## src/rtl/config_arb_pkg.sv

```systemverilog
`default_nettype none
// ============================================================================
//  Module      : config_arb_pkg
//  Description : Shared constants for the configuration word arbiter:
//                FSM state encodings, source indices, one-hot grant
//                encodings and a state-to-grant decode helper.
//  Ports       : none (package)
//  Revision    : 1.0 - initial release
// ============================================================================
package config_arb_pkg;

    // FSM state encodings
    localparam logic [1:0] IDLE       = 2'd0;
    localparam logic [1:0] GRANT_USB  = 2'd1;
    localparam logic [1:0] GRANT_UART = 2'd2;

    // Source indices, also used as the round-robin "last granted" value
    localparam logic SRC_USB  = 1'b0;
    localparam logic SRC_UART = 1'b1;

    // One-hot grant encodings as seen on grant_o
    localparam logic [1:0] GNT_NONE = 2'b00;
    localparam logic [1:0] GNT_USB  = 2'b01;
    localparam logic [1:0] GNT_UART = 2'b10;

    // Grant seen by the outside world for a given FSM state; any unused
    // state encoding decodes to "no grant" so grant_o can never be 11.
    function automatic logic [1:0] grant_of_state(input logic [1:0] state);
        logic [1:0] gnt;
        case (state)
            GRANT_USB:  gnt = GNT_USB;
            GRANT_UART: gnt = GNT_UART;
            default:    gnt = GNT_NONE;
        endcase
        return gnt;
    endfunction

endpackage
`default_nettype wire

```

## src/rtl/config_arb_timeout.sv

```systemverilog
`default_nettype none
// ============================================================================
//  Module      : config_arb_timeout
//  Description : Idle-release timer. Counts consecutive enabled cycles and
//                flags expiry combinationally on the cycle that would be the
//                TIMEOUT_CYCLES-th one, so the owner can leave its grant on
//                that same clock edge.
//  Ports       : clk_i      - system clock
//                reset_n_i  - synchronous active-low reset
//                clear_i    - reload the count with zero
//                enable_i   - count this cycle (granted source inactive)
//                expired_o  - this cycle completes TIMEOUT_CYCLES idle cycles
//  Revision    : 1.0 - initial release
// ============================================================================
module config_arb_timeout #(
    parameter int TIMEOUT_CYCLES = 1024
) (
    input  logic clk_i,
    input  logic reset_n_i,
    input  logic clear_i,
    input  logic enable_i,
    output logic expired_o
);

    localparam int CW = $clog2(TIMEOUT_CYCLES + 1);

    // r_count holds the number of idle cycles already completed; expiry is
    // therefore signalled when it equals TIMEOUT_CYCLES-1 and one more idle
    // cycle is in progress.
    localparam logic [CW-1:0] c_last = CW'(TIMEOUT_CYCLES - 1);
    localparam logic [CW-1:0] c_max  = CW'(TIMEOUT_CYCLES);

    logic [CW-1:0] r_count;

    always_ff @(posedge clk_i) begin
        if (!reset_n_i) begin
            r_count <= '0;
        end else if (clear_i) begin
            r_count <= '0;
        end else if (enable_i && (r_count != c_max)) begin
            r_count <= r_count + 1'b1;
        end
    end

    assign expired_o = enable_i && (r_count == c_last);

endmodule
`default_nettype wire

```

## src/rtl/config_word_arbiter.sv

```systemverilog
`default_nettype none
// ============================================================================
//  Module      : config_word_arbiter
//  Description : Shares the fabric configuration word port between the USB
//                DFU and UART config paths. One source owns the port per
//                bitstream session (round-robin on ties), the grant is held
//                until that source goes quiet for TIMEOUT_CYCLES, and words
//                from the other source are dropped and flagged.
//  Ports       : clk_i, reset_n_i        - clock, synchronous active-low reset
//                usb_active_i/strobe_i/data_i   - USB session, word pulse, word
//                uart_active_i/strobe_i/data_i  - UART session, word pulse, word
//                clear_i                 - clear collision and both counters
//                word_write_strobe_o     - word valid to fabric (1 cycle)
//                write_data_o            - word to fabric (held between words)
//                grant_o                 - one-hot grant [0]=USB [1]=UART
//                collision_o             - sticky, a non-granted word was dropped
//                word_count_o            - words forwarded this session (sat.)
//                drop_count_o            - words dropped since clear (sat.)
//  Revision    : 1.0 - initial release
// ============================================================================
module config_word_arbiter
    import config_arb_pkg::*;
#(
    parameter int TIMEOUT_CYCLES = 1024,
    parameter int CNT_WIDTH      = 24
) (
    input  logic                 clk_i,
    input  logic                 reset_n_i,
    input  logic                 usb_active_i,
    input  logic                 usb_strobe_i,
    input  logic [31:0]          usb_data_i,
    input  logic                 uart_active_i,
    input  logic                 uart_strobe_i,
    input  logic [31:0]          uart_data_i,
    input  logic                 clear_i,
    output logic                 word_write_strobe_o,
    output logic [31:0]          write_data_o,
    output logic [1:0]           grant_o,
    output logic                 collision_o,
    output logic [CNT_WIDTH-1:0] word_count_o,
    output logic [CNT_WIDTH-1:0] drop_count_o
);

    // ------------------------------------------------------------------
    // Requests and registered state
    // ------------------------------------------------------------------
    logic w_req_usb;
    logic w_req_uart;

    assign w_req_usb  = usb_active_i  | usb_strobe_i;
    assign w_req_uart = uart_active_i | uart_strobe_i;

    logic [1:0]           r_state;
    logic                 r_last_grant;
    logic [1:0]           r_grant;
    logic                 r_strobe;
    logic [31:0]          r_data;
    logic                 r_collision;
    logic [CNT_WIDTH-1:0] r_word_count;
    logic [CNT_WIDTH-1:0] r_drop_count;

    // ------------------------------------------------------------------
    // Idle-release timer: runs only while a source is granted and that
    // source neither holds active nor strobes.
    // ------------------------------------------------------------------
    logic w_tmo_enable;
    logic w_tmo_expired;

    assign w_tmo_enable = ((r_state == GRANT_USB)  && !w_req_usb) ||
                          ((r_state == GRANT_UART) && !w_req_uart);

    config_arb_timeout #(
        .TIMEOUT_CYCLES (TIMEOUT_CYCLES)
    ) u_timeout (
        .clk_i     (clk_i),
        .reset_n_i (reset_n_i),
        .clear_i   (!w_tmo_enable),
        .enable_i  (w_tmo_enable),
        .expired_o (w_tmo_expired)
    );

    // ------------------------------------------------------------------
    // Round-robin tie break from IDLE: with both requesting, the source
    // that did not own the previous session wins.
    // ------------------------------------------------------------------
    logic w_win_usb;
    logic w_win_uart;

    assign w_win_usb  = w_req_usb && (!w_req_uart || (r_last_grant == SRC_UART));
    assign w_win_uart = w_req_uart && !w_win_usb;

    // ------------------------------------------------------------------
    // Next-state, forward and drop decode
    // ------------------------------------------------------------------
    logic [1:0] w_state_next;
    logic       w_last_grant_next;
    logic       w_fwd_valid;
    logic       w_fwd_src;
    logic       w_drop;
    logic       w_new_grant;

    always_comb begin
        w_state_next      = r_state;
        w_last_grant_next = r_last_grant;
        w_fwd_valid       = 1'b0;
        w_fwd_src         = SRC_USB;
        w_drop            = 1'b0;
        w_new_grant       = 1'b0;

        case (r_state)
            IDLE: begin
                // The winner's strobe in the grant cycle is already forwarded;
                // the loser's strobe in that cycle is a drop.
                if (w_win_usb) begin
                    w_state_next = GRANT_USB;
                    w_new_grant  = 1'b1;
                    w_fwd_valid  = usb_strobe_i;
                    w_fwd_src    = SRC_USB;
                    w_drop       = uart_strobe_i;
                end else if (w_win_uart) begin
                    w_state_next = GRANT_UART;
                    w_new_grant  = 1'b1;
                    w_fwd_valid  = uart_strobe_i;
                    w_fwd_src    = SRC_UART;
                    w_drop       = usb_strobe_i;
                end
            end
            GRANT_USB: begin
                w_fwd_valid = usb_strobe_i;
                w_fwd_src   = SRC_USB;
                w_drop      = uart_strobe_i;
                // A granted strobe keeps the timer disabled, so it can never
                // coincide with a release.
                if (w_tmo_expired) begin
                    w_state_next      = IDLE;
                    w_last_grant_next = SRC_USB;
                end
            end
            GRANT_UART: begin
                w_fwd_valid = uart_strobe_i;
                w_fwd_src   = SRC_UART;
                w_drop      = usb_strobe_i;
                if (w_tmo_expired) begin
                    w_state_next      = IDLE;
                    w_last_grant_next = SRC_UART;
                end
            end
            default: begin
                w_state_next = IDLE;
            end
        endcase
    end

    // ------------------------------------------------------------------
    // Counter updates. Clearing (or a new session) zeroes the base first,
    // so an event in the same cycle still counts as the first one.
    // ------------------------------------------------------------------
    logic [CNT_WIDTH-1:0] w_wc_base;
    logic [CNT_WIDTH-1:0] w_wc_next;
    logic [CNT_WIDTH-1:0] w_dc_base;
    logic [CNT_WIDTH-1:0] w_dc_next;

    always_comb begin
        w_wc_base = (clear_i || w_new_grant) ? '0 : r_word_count;
        w_wc_next = w_wc_base;
        if (w_fwd_valid && (w_wc_base != '1)) begin
            w_wc_next = w_wc_base + 1'b1;
        end

        w_dc_base = clear_i ? '0 : r_drop_count;
        w_dc_next = w_dc_base;
        if (w_drop && (w_dc_base != '1)) begin
            w_dc_next = w_dc_base + 1'b1;
        end
    end

    // ------------------------------------------------------------------
    // Registers
    // ------------------------------------------------------------------
    always_ff @(posedge clk_i) begin
        if (!reset_n_i) begin
            r_state      <= IDLE;
            r_last_grant <= SRC_UART;
            r_grant      <= GNT_NONE;
            r_strobe     <= 1'b0;
            r_data       <= '0;
            r_collision  <= 1'b0;
            r_word_count <= '0;
            r_drop_count <= '0;
        end else begin
            r_state      <= w_state_next;
            r_last_grant <= w_last_grant_next;
            r_grant      <= grant_of_state(w_state_next);
            r_strobe     <= w_fwd_valid;
            if (w_fwd_valid) begin
                r_data <= (w_fwd_src == SRC_UART) ? uart_data_i : usb_data_i;
            end
            r_collision  <= (r_collision && !clear_i) || w_drop;
            r_word_count <= w_wc_next;
            r_drop_count <= w_dc_next;
        end
    end

    assign word_write_strobe_o = r_strobe;
    assign write_data_o        = r_data;
    assign grant_o             = r_grant;
    assign collision_o         = r_collision;
    assign word_count_o        = r_word_count;
    assign drop_count_o        = r_drop_count;

endmodule
`default_nettype wire

```

## config.mk

```make
export PLATFORM = sky130hd
export DESIGN_NAME = config_word_arbiter
export DESIGN_NICKNAME = d
export VERILOG_FILES = /design/src/rtl/config_arb_pkg.sv /design/src/rtl/config_arb_timeout.sv /design/src/rtl/config_word_arbiter.sv
export SDC_FILE = /design/constraint.sdc
export NUM_CORES = 1
export LEC_CHECK = 0
export ABC_AREA = 1
export CAP_MARGIN = 5
export CORE_MARGIN = 2
export CORE_UTILIZATION = 48
export DETAILED_ROUTE_END_ITERATION = 12
export DONT_BUFFER_PORTS = 1
export GPL_TIMING_DRIVEN = 0
export SLEW_MARGIN = 10
export SYNTH_ARGS = -nofsm -noshare
export SYNTH_HDL_FRONTEND = slang
export SYNTH_HIERARCHICAL = 1
export SYNTH_SLANG_ARGS = --single-unit
```

## constraint.sdc

```tcl
create_clock -name clk_i -period 6.1 [get_ports clk_i]
set_input_delay 0.61 -clock clk_i [delete_from_list [all_inputs] [get_ports clk_i]]
set_output_delay 0.61 -clock clk_i [all_outputs]
set_load 0.005 [all_outputs]
```

==> metrics <==
Die Footprint around 0.014 mm²; critical path launch point r_state[1]; wire length per cell about 15 µm; Ys Warns 6; global placement routability congestion about 0.96; std cell rows 41; Post-synth ARST share 0; # IOs ~160; Setup WS post-layout 2795 ps; critical-path cell list inv_1, ha_1, nand2_2, buf_4, buf_2, nand3_1, inv_1, ha_1, nand2_1, inv_1, nand4_2, inv_2, nand2_2, nor2_4, a21oi_1, buf_2, a21oi_1, nor2_1; Initial Utilization 0.4876; pre-CTS setup slack ~2700 ps; synth top area cells dfxtp_1 (32%), nand2_1 (17%), nor2_1 (7.4%); Max FO, Critical Path 10; CTS tree done; cell family with most CP delay buffers and inverters; Fmax a little over 0.3 GHz; GRT overflow 0; Critical Path Max Stage Delay about 380 ps; Layout Skew 8.066 ps; Max Cap Violations 0; Netlist cell types 35; Mapped Area around 0.0061 mm²; status finished, final reports clean; crit path capture word_count_o[23]; Final min period between 3000 and 4000 ps; Hold Path Stages 2; first-pass GRT wire length around 28000 µm; Slowest-stage cell, CP dfxtp_1; core area about 0.012 mm²; Final Cycle Share 0.5418; cell accounting for the most synthesized area dfxtp_1; antenna violations before repair 0; Buf+Inv Stages, Crit Path 7; P&R area growth vs syn 9.037%; worst r2r dst word_count_o[23]; Post-CTS Setup Inserts 0; Nets 1045; flop-to-flop setup slack ~2800 ps; Remaining DRCs 0; critical path data required time around 6400 ps; hold-fix buffers at CTS 0; chip width 116.5 µm; critical path type flop to flop; proportion of layout cells with a drive suffix above 1 0.08239; pwr/cell area ~240 mW/mm²; antenna viol nets, final 0; vias in the first global route 5600; Worst Tran Pin Value 782.6 ps; Post-synth EDFFs 0; GRT Util Overall 0.2577; post-layout util 0.5317; Max H-tree Level 3; Max VDD drop around 140 µV; Seq/Total Area, Yosys 0.3228; Cells after Synth 955; TNS Setup 0 ps; most common cell in the netlist nand2_1; crit path DAT ~3600 ps; vias between 6000 and 7000; Clk Tree Root Cell clkbuf_16; Max clock buf depth 2; Worst setup SP type flop; total CTS buffers 9; flops & latches, synth between 90 and 100; Slew HR 0.4783; via/cell ratio around 5.3; pin count of the biggest net entering global routing 18; Critical Path End Type flop; number of gates resized after cts 0; Starting DRT DRC Count 370; DR pass1 iterations 5; endpoints failing setup 0; synthesized area per cell 6.365 µm²; Hold Violations, Final 0; Synthesized Nets roughly 1000; port bufs 0; hold crit path type primary input to flop; final wirelength 17460 µm; worst r2r src r_state[1]; DP HPWL between 10000 and 15000 µm; ys flop type dfxtp_1; clock latency on the worst-skew pair between 300 and 400 ps; Crit path top cell by count inv_1; Crit path depth 18; Post-synth top cells nand2_1 (269), nor2_1 (120), inv_1 (104); antenna cells 0; Reg clk slew, reported paths around 70 ps; final max-slew violation count 0; top cell type's share of synthesized area 0.3228; Worst Reg-to-Reg Cells 18; Die Y about 120 µm; clock sinks 98; RSZ-0062 raised after global routing false; LEAKAGE 2.684 nW; Final Power between 1.5 and 2 mW
## cell usage in the layout (no fill, tap or decap), drive strengths merged
cell type / count
nor2: 135
ha: 8
dfxtp: 98
clkinv: 2
nand3: 57
xor2: 29
clkbuf: 29
nor3: 11
buf: 25
a22oi: 1
a221o: 1
o22ai: 1
nor3b: 3
nand4: 33
bufinv: 2
a21oi: 58
nand3b: 1
inv: 113
xnor2: 7
a31oi: 32
o21ai: 47
nand2: 278
## per-stage QoR
step / cell area, µm² / hold WS, ps / instances
after global placement: 6294 / 510.0 / 1127
final: 6628 / 404.7 / 1143
after global routing: 6628 / 407.5 / 1143
after CTS: 6628 / 397.9 / 1143
after detailed placement: 6294 / 509.7 / 1127
after floorplan: 6078 / 461.8 / 955
## area by class of cell
| type | instances | area [µm²] |
|---|---|---|
| well taps | 172 | 215.2 |
| fillers | 1282 | 5838 |
| inverters | 111 | 421.7 |
| clock inverters | 6 | 95.09 |
| flip-flops and latches | 98 | 1962 |
| plain buffers | 44 | 261.5 |
| multi-input cells | 702 | 3433 |
| clock buffers | 10 | 239.0 |
## layer usage
metal	wire length, µm	track usage	up-vias
li1	-	-	3089
met1	7417	0.3227	2758
met2	8365	0.4364	216
met3	1382	0.06020	27
met4	297	0.08863	0
met5	0	0	-
## registers in the layout (all words and copies together) (netlist names)
signal and count:
collision_o 1, drop_count_o 24, grant_o 2, r_last_grant 1
r_state 2, u_timeout/r_count 11, word_count_o 24, word_write_strobe_o 1
write_data_o 32
## worst min-delay path by stage
stage / from / endpoint / slack (ps)
finish: uart_data_i[17] / write_data_o[17] / 400
global route: usb_data_i[13] / write_data_o[13] / 410
CTS: uart_data_i[26] / write_data_o[26] / 400
detailed placement: collision_o / collision_o / 510
global placement: collision_o / collision_o / 510
floorplan: collision_o / collision_o / 460
## power breakdown
part | switching [mW] | leakage [nW] | internal, mW
combinational | 0.179 | 1.72 | 0.0750
clock | 0.264 | 0.164 | 0.376
sequential | 0.0385 | 0.799 | 0.685
## cell families after synthesis
group	after synthesis	synth area share
simple gates	518	0.3732
buf+inv	155	0.1124
compound gates	140	0.1233
flops	98	0.3228
xor+xnor	36	0.05187
fa+ha+maj	8	0.01647
Power figures use the tool's default switching activity.
